--- config.mk ---
export PLATFORM = sky130hd
export DESIGN_NAME = pc_select_unit_flat
export DESIGN_NICKNAME = d
export VERILOG_FILES = /design/src/rtl/y86_pkg.sv /design/src/rtl/pc_select_unit_if.sv /design/src/rtl/pc_select_unit_predict.sv /design/src/rtl/pc_select_unit.sv /design/src/flat_wrapper.sv
export SDC_FILE = /design/constraint.sdc
export NUM_CORES = 1
export LEC_CHECK = 0
export CORE_MARGIN = 4
export CORE_UTILIZATION = 25
export CTS_BUF_LIST = sky130_fd_sc_hd__clkbuf_8
export DETAILED_ROUTE_END_ITERATION = 10
export PLACE_DENSITY_LB_ADDON = 0.3
export SLEW_MARGIN = 25
export SYNTH_ARGS = -nofsm -noshare
export SYNTH_HDL_FRONTEND = slang
export SYNTH_SLANG_ARGS = --single-unit
--- constraint.sdc ---
create_clock -name clk -period 1.65 [get_ports clk]
set_clock_uncertainty 0.1 [all_clocks]
set_input_delay 0.495 -clock clk [delete_from_list [all_inputs] [get_ports clk]]
set_output_delay 0.495 -clock clk [all_outputs]
set_load 0.05 [all_outputs]
--- src/rtl/y86_pkg.sv ---
// Shared Y86 constants: instruction codes, write-back status encodings and the
// fetch-PC selector state encoding.
package y86_pkg;

   localparam logic [3:0] IHALT = 4'h0;
   localparam logic [3:0] INOP  = 4'h1;
   localparam logic [3:0] IJXX  = 4'h7;
   localparam logic [3:0] ICALL = 4'h8;
   localparam logic [3:0] IRET  = 4'h9;

   typedef enum logic [1:0] {
      STAT_AOK = 2'd0,
      STAT_HLT = 2'd1,
      STAT_ADR = 2'd2,
      STAT_INS = 2'd3
   } stat_t;

   typedef enum logic [1:0] {
      ST_RUN      = 2'd0,
      ST_RET_WAIT = 2'd1,
      ST_HALT     = 2'd2
   } pcu_state_t;

   function automatic logic stat_ok(input logic [1:0] s);
      return s == STAT_AOK;
   endfunction

endpackage

--- src/rtl/pc_select_unit_if.sv ---
// Pipeline-side bundle of the fetch PC selector: fetch/memory/write-back
// inputs driven by the master, registered PC and FSM state returned by the slave.
interface pc_select_unit_if #(
   parameter int ADDR_W = 64
);
   logic [3:0]        f_icode;
   logic [ADDR_W-1:0] f_valc;
   logic [ADDR_W-1:0] f_valp;
   logic              stall;
   logic              m_mispredict;
   logic [ADDR_W-1:0] m_valp;
   logic              w_ret;
   logic [ADDR_W-1:0] w_valm;
   logic [1:0]        status;
   logic [ADDR_W-1:0] pc;
   logic              pc_valid;
   logic [1:0]        state;

   modport master (
      output f_icode, f_valc, f_valp, stall, m_mispredict, m_valp,
             w_ret, w_valm, status,
      input  pc, pc_valid, state
   );

   modport slave (
      input  f_icode, f_valc, f_valp, stall, m_mispredict, m_valp,
             w_ret, w_valm, status,
      output pc, pc_valid, state
   );
endinterface

--- src/rtl/pc_select_unit_predict.sv ---
// Combinational next-PC prediction from the fetched instruction.
// Build option PCU_BTFN_PREDICT_EN: jXX taken only when the target is backward.
module pc_predict
   import y86_pkg::*;
#(
   parameter int ADDR_W = 64
) (
   input  logic [3:0]        icode,
   input  logic [ADDR_W-1:0] valc,
   input  logic [ADDR_W-1:0] valp,
   output logic [ADDR_W-1:0] pred_pc,
   output logic              pred_ret
);

   always_comb begin
      pred_pc  = valp;
      pred_ret = 1'b0;
      case (icode)
         IJXX: begin
`ifdef PCU_BTFN_PREDICT_EN
            pred_pc = (valc < valp) ? valc : valp;
`else
            pred_pc = valc;
`endif
         end
         ICALL:   pred_pc  = valc;
         // Return address is unknown until write-back; the FSM holds pc.
         IRET:    pred_ret = 1'b1;
         default: pred_pc  = valp;
      endcase
   end

endmodule

--- src/rtl/pc_select_unit.sv ---
// Fetch PC register and RUN/RET_WAIT/HALT control; state advances on negedge clk.
// Build option PCU_BTFN_PREDICT_EN selects backward-taken jXX prediction in pc_predict.
module pc_select_unit
   import y86_pkg::*;
#(
   parameter int                ADDR_W   = 64,
   parameter logic [ADDR_W-1:0] RESET_PC = '0
) (
   input logic               clk,
   input logic               rst_n,
   pc_select_unit_if.slave   bus
);

   logic [ADDR_W-1:0] pred_pc;
   logic              pred_ret;
   logic [ADDR_W-1:0] pc_q;
   logic              valid_q;
   pcu_state_t        state_q;

   pc_predict #(.ADDR_W(ADDR_W)) u_pred (
      .icode    (bus.f_icode),
      .valc     (bus.f_valc),
      .valp     (bus.f_valp),
      .pred_pc  (pred_pc),
      .pred_ret (pred_ret)
   );

   // m_valp is taken verbatim, so it serves both not-taken and taken corrections.
   always_ff @(negedge clk or negedge rst_n) begin
      if (!rst_n) begin
         pc_q    <= RESET_PC;
         state_q <= ST_RUN;
         valid_q <= 1'b1;
      end else if (state_q == ST_HALT) begin
         state_q <= ST_HALT;
         valid_q <= 1'b0;
      end else if (!stat_ok(bus.status)) begin
         state_q <= ST_HALT;
         valid_q <= 1'b0;
      end else if (bus.m_mispredict) begin
         pc_q    <= bus.m_valp;
         state_q <= ST_RUN;
         valid_q <= 1'b1;
      end else if (state_q == ST_RET_WAIT) begin
         if (bus.w_ret) begin
            pc_q    <= bus.w_valm;
            state_q <= ST_RUN;
            valid_q <= 1'b1;
         end
      end else if (!bus.stall) begin
         if (pred_ret) begin
            state_q <= ST_RET_WAIT;
            valid_q <= 1'b0;
         end else begin
            pc_q    <= pred_pc;
            valid_q <= 1'b1;
         end
      end
   end

   assign bus.pc       = pc_q;
   assign bus.pc_valid = valid_q;
   assign bus.state    = state_q;

endmodule

--- src/flat_wrapper.sv ---
// flat-port wrapper written by rule: the top's interface ports become plain ports
module pc_select_unit_flat import y86_pkg::*;
#(
   parameter int                ADDR_W   = 64,
   parameter logic [ADDR_W-1:0] RESET_PC = '0
)
  (clk, rst_n, bus_f_icode, bus_f_valc, bus_f_valp, bus_stall, bus_m_mispredict, bus_m_valp, bus_w_ret, bus_w_valm, bus_status, bus_pc, bus_pc_valid, bus_state);
  pc_select_unit_if #(.ADDR_W(ADDR_W)) bus_i ();
  input logic clk;
  input logic rst_n;
  input wire logic [$bits(bus_i.f_icode)-1:0] bus_f_icode;
  input wire logic [$bits(bus_i.f_valc)-1:0] bus_f_valc;
  input wire logic [$bits(bus_i.f_valp)-1:0] bus_f_valp;
  input wire logic [$bits(bus_i.stall)-1:0] bus_stall;
  input wire logic [$bits(bus_i.m_mispredict)-1:0] bus_m_mispredict;
  input wire logic [$bits(bus_i.m_valp)-1:0] bus_m_valp;
  input wire logic [$bits(bus_i.w_ret)-1:0] bus_w_ret;
  input wire logic [$bits(bus_i.w_valm)-1:0] bus_w_valm;
  input wire logic [$bits(bus_i.status)-1:0] bus_status;
  output wire logic [$bits(bus_i.pc)-1:0] bus_pc;
  output wire logic [$bits(bus_i.pc_valid)-1:0] bus_pc_valid;
  output wire logic [$bits(bus_i.state)-1:0] bus_state;
  assign bus_i.f_icode = bus_f_icode;
  assign bus_i.f_valc = bus_f_valc;
  assign bus_i.f_valp = bus_f_valp;
  assign bus_i.stall = bus_stall;
  assign bus_i.m_mispredict = bus_m_mispredict;
  assign bus_i.m_valp = bus_m_valp;
  assign bus_i.w_ret = bus_w_ret;
  assign bus_i.w_valm = bus_w_valm;
  assign bus_i.status = bus_status;
  assign bus_pc = bus_i.pc;
  assign bus_pc_valid = bus_i.pc_valid;
  assign bus_state = bus_i.state;
  pc_select_unit #(.ADDR_W(ADDR_W), .RESET_PC(RESET_PC)) u_core (.clk(clk), .rst_n(rst_n), .bus(bus_i));
endmodule
### Word level (Yosys, flattened, before mapping)

Cells that the tools add are included.

* register bits after elaboration: 67
* input bits: 267
* output and inout bits: 67
* logic and storage cells: 41

* equality and inequality tests: 11
* mux-type cells: 21
* bitwise operators: 1
* reduce and logical (&&, ||, !) cells: 5

Operator list (count)
* 64-bit two-way mux: 6
* 2-bit two-way mux: 7
* 5-bit by 4-bit inequality test with 1-bit output, second input constant: 2
* 4-bit == test, second input constant: 2
* 1-bit two-way mux: 8
* 3-bit inequality test, second input constant: 2
* 5-bit by 3-bit inequality test with 1-bit output, second input constant: 1
* 5-bit AND reduction: 1
* 4-bit by 3-bit == test with 1-bit output, second input constant: 1
* 3-bit by 1-bit inequality test with 1-bit output, second input constant: 1
* 3-bit AND reduction: 1
* 2-bit by 1-bit == test with 1-bit output, second input constant: 1
* 2-bit == test, second input constant: 1
* 2-bit logical NOT: 1
* 2-bit AND reduction: 1
* 2-bit OR reduction: 1
* 1-bit NOT: 1

### Longest topological paths before layout

Gate-level depths: netlist of the first run.

* word-level depth: 8
* depth in mapped cells: 6

### By module

From an unflattened synthesis of the first run, not the netlist that was laid out.

* cells, all modules: 825
* area total of the unflattened synthesis: 7519.7 sq um

Modules (own cells, without submodules)
* pc_select_unit: instances 1, cells each 374, area each 4185.3 sq um, seq. area each 1677.9 sq um
* pc_predict: instances 1, cells each 451, area each 3334.4 sq um, seq. area each 0.0 sq um

==> results of run 1 <==
-- layout make-up --
type	instances	area (sq um)
fillers	1537	7230
clock inverters	6	26.3
flip-flops and latches	67	1680
multi-input cells	410	3090
clock buffers	10	138
well taps	229	287
repair buffers	452	5630
inverters	1	3.75
-- worst register-to-register path: stages, from the launching register on --
cell,delay (ns)
dfrtn_1,0.37
buf_4,0.14
buf_4,0.13
nor2b_2,0.31
buf_4,0.18
nand2_2,0.09
buf_4,0.22
o2111ai_1,0.27
a32oi_2,0.09
-- sequential cells by signal, indices dropped and copies added, names as in the netlist --
register             cells
u_core.bus.pc           64
u_core.bus.state         2
u_core.bus.pc_valid      1
-- where the power goes --
| part | switching, mW | total, mW | internal, mW |
|---|---|---|---|
| registers | 0.132 | 1.90 | 1.77 |
| logic | 1.07 | 2.54 | 1.47 |
| clock network | 0.704 | 1.27 | 0.563 |
| total | 1.91 | 5.71 | 3.80 |
-- synthesized netlist by cell type, types with 2 or more instances --
master	instances
buf_2	15
clkbuf_8	5
buf_6	19
nor4_1	2
clkbuf_1	18
inv_1	2
nand2_2	2
nand2_1	129
dfrtn_1	66
o2111ai_1	64
nand2b_1	63
o21ai_0	65
a32oi_1	64
nor2_1	3
-- routing by layer --
metal  global-route usage, %  vias to the layer above
met5                       0                        -
met4                    7.22                        2
met3                    6.42                       31
met2                    40.0                      285
met1                    26.7                     2954
li1                        -                     2879
-- kinds of logic (layout without fill, tap and decap cells) --
| group | Yosys count | in the layout | synth area share (%) |
|---|---|---|---|
| DFF | 67 | 67 | 36.1 |
| and+or+nand+nor | 212 | 213 | 22.1 |
| AOI/OAI and AO/OA | 196 | 197 | 32.1 |
| buffers and inverters | 61 | 469 | 9.65 |
-- stage by stage --
stage	util, %	cells
after CTS	55.8	1143
after detailed placement	50.5	1085
after floorplan	-	536
after global routing	60.0	1175
after global placement	50.5	1085
final	60.0	1175
-- worst min path at each step --
stage | end | slack [ns]
after floorplan | u_core.bus.pc[0] | 0.68
after global placement | u_core.bus.pc[60] | 0.47
after detailed placement | u_core.bus.pc[42] | 0.48
after CTS | u_core.bus.pc[26] | 0.49
after global routing | u_core.bus.pc[57] | 0.48
final | u_core.bus.pc[42] | 0.46
-- repair_timing --
item,in CTS,in global routing
endpoints found under the setup margin,134,134
gates resized for setup,159,99
endpoints found under the hold margin,0,0
buffers inserted,32,19
pin swaps,30,23
gates cloned,12,13
==> metrics, run 1 <==
pwr/cell area=526 nW/um^2; Die ar.=between 20000 and 25000 sq um; DP Wirelength=16.5 mm; Hold Path Stages=2; max cap viols=0; DR iter-0 viols=287; Total Wirelength=roughly 27 mm; CP bufs+invs=2; CTS clock-pin slew for the worst setup and hold paths=0.05 ns; Setup crit end=u_core.bus.pc[17]; initial antenna violation count=1; crit path kind=in2reg; top cells by area, synth=dfrtn_1 (36%), a32oi_1 (12%), o2111ai_1 (12%); critical path's top delay family=simple AND/OR/NAND/NOR gates; pin count of the biggest net entering global routing=38; Hold Slack=approximately 0.46 ns; final antenna-violating net count=0; CTS Buf Count=9; clock root buffer=clkbuf_8; CORE AREA=18100 sq um; crit start category=primary input; CP max stage cell=or4b_4; Die Height=144 um; Top Layer Used=met5; Die W=144 um; Post-synth top flop=dfrtn_1; WP depth=6; Fin. Hold Viols=0; status=finished with violations; I/O pin total=between 300 and 400; Mean Syn Cell Area=roughly 8.7 sq um; Peak VDD IR=0.000295 V; global-route wire length before repair=35.8 mm; Rows=roughly 50; Synthesis Warnings=0; antenna cells=0; post-DR wirelength/cell=about 23 um; Worst R2R Start=u_core.bus.state[1]; sequential-to-total area share from yosys stat=36.1%; FF-to-FF End=u_core.bus.pc[2]; final net count=1209; RSZ-0062 raised after global routing=yes; CTS tree=done; Worst Tran Pin Value=0.361 ns; number of synthesized register bits=67; Worst Path Required=~0.90 ns; cts hold-fix bufs=0; final setup margin=-0.862 ns; Post-Syn Instances=536; Worst Hold Class=reg2reg; Vias=6151; Hold Path Origin=u_core.bus.pc[42]; final instance area=10900 sq um; syn nets=803; EDFF count, synth=0; met2 WL=approximately 14 mm; CP max FO=9; clk_lat worst skew=between 0.3 and 0.4 ns; relative slew slack=75.8%; failing checks=setup timing; most common cell after layout, fill and taps aside=clkdlybuf4s50_1; Async SR Flop Fraction=100%; Setup Total Neg Slack=-103.07 ns; DP Area=9130 sq um; FF-to-FF setup slack=-0.42 ns; library cells used by synthesis=33; critical path arrival=1.76 ns; Max Slew Vio Count=0; Synth top area share=35.6%; synthesized area=4640 sq um; total power=5.71 mW; Leakage Power=4.30 nW; Synth area leader=dfrtn_1; met3 routed WL=roughly 2.4 mm; most frequent cells in the layout=clkdlybuf4s50_1 (256), nand2_1 (100), buf_12 (90), dfrtn_1 (66), buf_4 (65); WL met1=10.6 mm; Vias per Instance=5.23; # clock sinks=67; CP Capture Type=flip-flop; area growth from synthesis to layout=134%; CP max stage delay=approximately 0.57 ns; Buffers on Ports=~330; DP Worst Slack=-1.56 ns; 1st-pass router iterations=4; gr ovfl total=0; worst-case reg-to-reg path depth=8; crit-path cells=buf_8 -> or4b_4 -> and2_4 -> clkbuf_16 -> nand2_1 -> a32oi_1; Bufs on Longest Clock Path=2; H-Tree Depth=3; vias in the first global route=6274; Final Setup Violations=134; GRT Resource Usage Total=22.7%; drt drc=0; Placer Congestion=around 0.8; layout cell share with drive strength beyond 1=35.6%; initial core utilization=25.7%; Worst Setup SP=bus_f_icode[2]
Note: power is estimated with default switching activity, not from simulation.
==> inputs of run 2 (changes only) <==
--- a/config.mk
+++ b/config.mk
@@ -5,6 +5,7 @@
 export SDC_FILE = /design/constraint.sdc
 export NUM_CORES = 1
 export LEC_CHECK = 0
+export CAP_MARGIN = 20
 export CORE_MARGIN = 4
 export CORE_UTILIZATION = 25
 export CTS_BUF_LIST = sky130_fd_sc_hd__clkbuf_8
==> constraint.sdc (replaced) <==
create_clock -name clk -period 3.1 [get_ports clk]
set_clock_uncertainty 0.1 [all_clocks]
set_input_delay 0.93 -clock clk [delete_from_list [all_inputs] [get_ports clk]]
set_output_delay 0.93 -clock clk [all_outputs]
set_load 0.05 [all_outputs]
==> metrics, run 2 (synthesis gave the netlist of run 1 again) <==
status=finished with violations; failing checks=setup timing; Leakage Power=4.16 nW (-3.2%); cts hold-fix bufs=0 (unchanged); 1st-pass router iterations=4 (unchanged); CTS tree=done; GRT Resource Usage Total=23.4% (+0.67 points); clock root buffer=clkbuf_8; Vias=6099 (-0.85%); pin count of the biggest net entering global routing=48 (+26%); Fin. Hold Viols=0 (unchanged); crit start category=primary input; Max Slew Vio Count=0 (unchanged); crit path kind=in2reg; RSZ-0062 raised after global routing=yes; Buffers on Ports=333 (unchanged); DP Worst Slack=-1.24 ns (+0.313 ns); Peak VDD IR=0.000259 V (-12%); FILL cells=1540 (+0.20%); Die Height=144 um (unchanged); total power=3.13 mW (-45%); area growth from synthesis to layout=131%; gr ovfl total=0 (unchanged); Hold Path Origin=u_core.bus.pc[47]; DP Wirelength=16.4 mm (-1.0%); global-route wire length before repair=36.6 mm (+2.2%); initial core utilization=25.7% (unchanged); vias in the first global route=6313 (+0.62%); most common cell after layout, fill and taps aside=clkdlybuf4s50_1; layout cell share with drive strength beyond 1=31.1% (-4.5 points); clk_lat worst skew=0.34 ns (about the same); pwr/cell area=292 nW/um^2 (-45%); CTS Buf Count=9 (unchanged); # clock sinks=67 (unchanged); Die W=144 um (unchanged); CP max FO=4 (-5); Worst Setup SP=bus_f_icode[2]; Worst R2R Start=u_core.bus.state[0]; critical path arrival=2.23 ns (+0.47 ns); Worst Hold Class=reg2reg; Vias per Instance=5.29 (+1.1%); final net count=1184 (-2.1%); max cap viols=0 (unchanged); Setup Total Neg Slack=-63.70 ns (+39.36 ns); final setup margin=-0.608 ns (+0.253 ns); CORE AREA=18100 sq um (unchanged); initial antenna violation count=0 (-1); Bufs on Longest Clock Path=2 (unchanged); Rows=49 (unchanged); CTS clock-pin slew for the worst setup and hold paths=0.05 ns (about the same); Placer Congestion=0.792 (-2.0%); final antenna-violating net count=0 (unchanged); Hold Slack=0.462 ns (+0.000911 ns); Worst Path Required=1.63 ns (+0.73 ns); I/O pin total=334 (unchanged); Largest register FFs=64 (unchanged); Die ar.=20800 sq um (unchanged); post-DR wirelength/cell=22.6 um (-1.5%); DR iter-0 viols=340 (+18%); H-Tree Depth=3 (unchanged); Total Wirelength=26.1 mm (-3.4%); relative slew slack=72.4% (-3.4 points); Final Setup Violations=134 (unchanged); Worst Tran Pin Value=0.410 ns (+0.0491 ns); fin util=59.2% (-0.77 points); most frequent cells in the layout=clkdlybuf4s50_1 (256), nand2_1 (105), buf_12 (92), dfrtn_1 (66), nand2b_1 (63); CP Capture Type=flip-flop; drt drc=0 (unchanged)
==> run 2: final cells by class <==
class                           instances  area (sq um)  area share, %
Inverter                                1          3.75         0.0350
Timing Repair Buffer                  429          5440           50.8
Clock inverter                          5          45.0          0.420
Antenna cell                            1          2.50         0.0234
Clock buffer                           12           165           1.54
Tap cell                              229           287           2.67
Sequential cell                        67          1680           15.7
Multi-Input combinational cell        408          3090           28.9
==> run 2: through the flow <==
step | area [sq um] | cells
after global routing | 10700 | 1151
after global placement | 9080 | 1077
after CTS | 10300 | 1143
after detailed placement | 9080 | 1077
final | 10700 | 1152
after floorplan | 4690 | 536
==> run 2: worst paths after layout <==
| kind | end | slack, ns | cells past startpoint |
|---|---|---|---|
| max | u_core.bus.pc[38] | -0.61 | 7 |
| min | u_core.bus.pc[47] | 0.46 | 2 |
| max reg2reg | u_core.bus.pc[8] | 1.14 | 6 |
| min reg2reg | u_core.bus.pc[47] | 0.46 | 2 |
| max in group asynchronous | u_core.bus.pc[31] | 0.70 | 3 |
| min in group asynchronous | u_core.bus.pc[32] | 1.89 | 2 |
==> run 2: layer usage <==
metal / wire length [um] / global-route usage [%] / vias up
met1: 10400 / 28.3 / 2941
met4: 720 / 8.35 / 0
met2: 12900 / 40.6 / 279
li1: - / - / 2832
met5: 0 / 0 / -
met3: 2000 / 5.52 / 47
==> run 2: report_power, final <==
part / leakage [nW] / internal, mW / switching, mW / total [mW]
registers: 0.884 / 0.942 / 0.0669 / 1.01
logic: 3.15 / 0.746 / 0.558 / 1.30
clock network: 0.122 / 0.432 / 0.382 / 0.814
total: 4.16 / 2.12 / 1.01 / 3.13
==> run 2: what timing repair did <==
item,in CTS,in global routing
resized for setup,163,75
pin swaps,18,31
gates cloned,17,2
endpoints found under the setup margin,134,134
setup buffers,33,10
==> run 2: critical path: stages <==
cell,delay (ns)
buf_6,0.10
or4b_4,0.53
and2_4,0.22
buf_12,0.15
clkbuf_16,0.16
nand2_2,0.05
a32oi_1,0.08
==> inputs of run 3 (changes only) <==
--- a/config.mk
+++ b/config.mk
@@ -5,12 +5,12 @@
 export SDC_FILE = /design/constraint.sdc
 export NUM_CORES = 1
 export LEC_CHECK = 0
+export ABC_AREA = 1
 export CAP_MARGIN = 20
 export CORE_MARGIN = 4
 export CORE_UTILIZATION = 25
 export CTS_BUF_LIST = sky130_fd_sc_hd__clkbuf_8
 export DETAILED_ROUTE_END_ITERATION = 10
-export PLACE_DENSITY_LB_ADDON = 0.3
 export SLEW_MARGIN = 25
 export SYNTH_ARGS = -nofsm -noshare
 export SYNTH_HDL_FRONTEND = slang
==> metrics, run 3 <==
crit start category=flip-flop; Die W=154 um (+6.6%); Hold Path Stages=2 (unchanged); Buffers on Ports=333 (unchanged); DP Area=9950 sq um (+9.6%); Post-Syn Instances=940 (+75%); CP max stage cell=dfstp_2; Max Slew Vio Count=0 (unchanged); Post-synth top flop=dfrtn_1; Post-synth top cells=nand2_1 (399), inv_1 (135), nand3_1 (131); # clock sinks=67 (unchanged); top cells by area, synth=dfrtn_1 (31%), nand2_1 (28%), nand3_1 (12%); CP max stage delay=0.55 ns (+0.02 ns); crit path kind=reg2out; initial antenna violation count=0 (unchanged); global-route wire length before repair=42.8 mm (+17%); total power=2.58 mW (-18%); most common cell after layout, fill and taps aside=clkdlybuf4s50_1; layout cell share with drive strength beyond 1=38.0% (+6.9 points); WP depth=1 (-6); Synthesis Warnings=0 (unchanged); Final Setup Violations=134 (unchanged); CORE AREA=21000 sq um (+16%); CP Capture Type=output pin; Fin. Hold Viols=0 (unchanged); vias in the first global route=7595 (+20%); drt drc=0 (unchanged); top-count cell post-synth=nand2_1; EDFF count, synth=0 (unchanged); CTS clock-pin slew for the worst setup and hold paths=0.05 ns (about the same); H-Tree Depth=3 (unchanged); I/O pin total=334 (unchanged); worst-case reg-to-reg path depth=10 (+4); Finished Layout Cells=1668 (+45%); Total Wirelength=30.7 mm (+18%); Vias per Instance=4.65 (-12%); clock root buffer=clkbuf_8; clk_lat worst skew=0.34 ns (about the same); CTS Buf Count=9 (unchanged); syn nets=1207 (+50%); CP max FO=2 (-2); WL met1=12.3 mm (+17%); Mean Syn Cell Area=5.66 sq um (-35%); Worst Path Required=2.07 ns (+0.44 ns); DR iter-0 viols=392 (+15%); most frequent cells in the layout=clkdlybuf4s50_1 (256), nand2_1 (209), nand2_2 (138), inv_1 (131), buf_12 (97); Die ar.=23700 sq um (+14%); DP Wirelength=17.3 mm (+5.8%); Synth top area share=31.1% (-4.5 points); critical path arrival=2.63 ns (+0.40 ns); Leakage Power=6.78 nW (+63%); Async SR Flop Fraction=100% (unchanged); antenna cells=0 (-1); Worst Hold Class=reg2reg; Inst Count DP=1536 (+43%); status=finished with violations; Bufs on Longest Clock Path=2 (unchanged); max cap viols=0 (unchanged); relative slew slack=53.0% (-19 points); GRT Resource Usage Total=23.3% (-0.13 points); crit-path cells=buf_12; synthesized area=5320 sq um (+14%); initial core utilization=25.4% (-0.30 points); final instance area=13100 sq um (+23%); met2 WL=15.4 mm (+19%); pin count of the biggest net entering global routing=63 (+31%); Placer Congestion=0.828 (+4.6%); Peak VDD IR=0.000143 V (-45%); 1st-pass router iterations=5 (+1); Rows=53 (+8.2%); sequential-to-total area share from yosys stat=31.6% (-4.6 points); Worst Tran Pin Value=0.704 ns (+0.294 ns); failing checks=setup timing; Vias=7758 (+27%); post-DR wirelength/cell=18.4 um (-19%); CTS tree=done; area growth from synthesis to layout=147%; met3 routed WL=2.39 mm (+19%); final setup margin=-0.555 ns (+0.0531 ns); Die Height=154 um (+6.6%); critical path's top delay family=flip-flops; pwr/cell area=196 nW/um^2 (-33%); library cells used by synthesis=18 (-45%); final antenna-violating net count=0 (unchanged); gr ovfl total=0 (unchanged); Top Layer Used=met4; Setup Total Neg Slack=-53.00 ns (+10.70 ns); Synth area leader=dfrtn_1; Largest register FFs=64 (unchanged); final net count=1656 (+40%); CP bufs+invs=1 (-2); number of synthesized register bits=67 (unchanged); RSZ-0062 raised after global routing=yes
[run 3: cell count changes after synthesis, moves of 65 or more]
cell	change
o21ai_0	-65
nor2_1	+74
nand2_1	+270
nand3_1	+131
inv_1	+133
[run 3: timing repair]
action / in CTS / in global routing
gates resized for setup: 255 / 219
cloned: 30 / 12
hold buffers: 0 / 0
pin swaps: 97 / 100
endpoints found under the setup margin: 134 / 134
setup buffers: 82 / 14
[run 3: per-stage QoR]
step,hold slack [ns],utilization (%),setup slack (ns)
floorplan,0.496,-,-0.366
global placement,0.385,47.5,-1.14
detailed placement,0.389,47.5,-1.17
CTS,0.383,58.9,-0.576
global route,0.405,62.6,-0.596
finish,0.386,62.6,-0.555
[run 3: cells by family after synthesis]
group           synth area share (%)
simple gates                    46.7
buf+inv                         15.6
flops                           31.6
compound gates                  6.17
[run 3: metal layers]
layer / global-route usage, % / up-vias
met1: 29.4 / 3633
met5: 0 / -
met3: 5.69 / 39
met2: 40.0 / 311
met4: 5.63 / 0
li1: - / 3775
[run 3: worst paths after layout]
| check | end | slack (ns) | startpoint |
|---|---|---|---|
| max in group asynchronous | u_core.bus.pc[4] | 0.57 | rst_n |
| max | bus_pc_valid | -0.56 | u_core.bus.pc_valid |
| max reg2reg | u_core.bus.pc[27] | 1.07 | u_core.bus.state[0] |
| min reg2reg | u_core.bus.pc[53] | 0.39 | u_core.bus.pc[53] |
| min | u_core.bus.pc[53] | 0.39 | u_core.bus.pc[53] |
| min in group asynchronous | u_core.bus.pc[40] | 1.81 | rst_n |
[run 3: where the power goes]
| group | internal (mW) | switching (mW) |
|---|---|---|
| Sequential | 0.879 | 0 |
| Clock | 0.430 | 0.364 |
| Combinational | 0.531 | 0.371 |
[run 3: cell type report]
class                   instances  area [sq um]
fillers                      1864          7830
repair buffers                496          6350
multi-input cells             676          3980
flip-flops and latches         67          1680
inverters                     137           551
well taps                     275           344
clock buffers                  12           165
clock inverters                 4          41.3
repair inverters                1          16.3
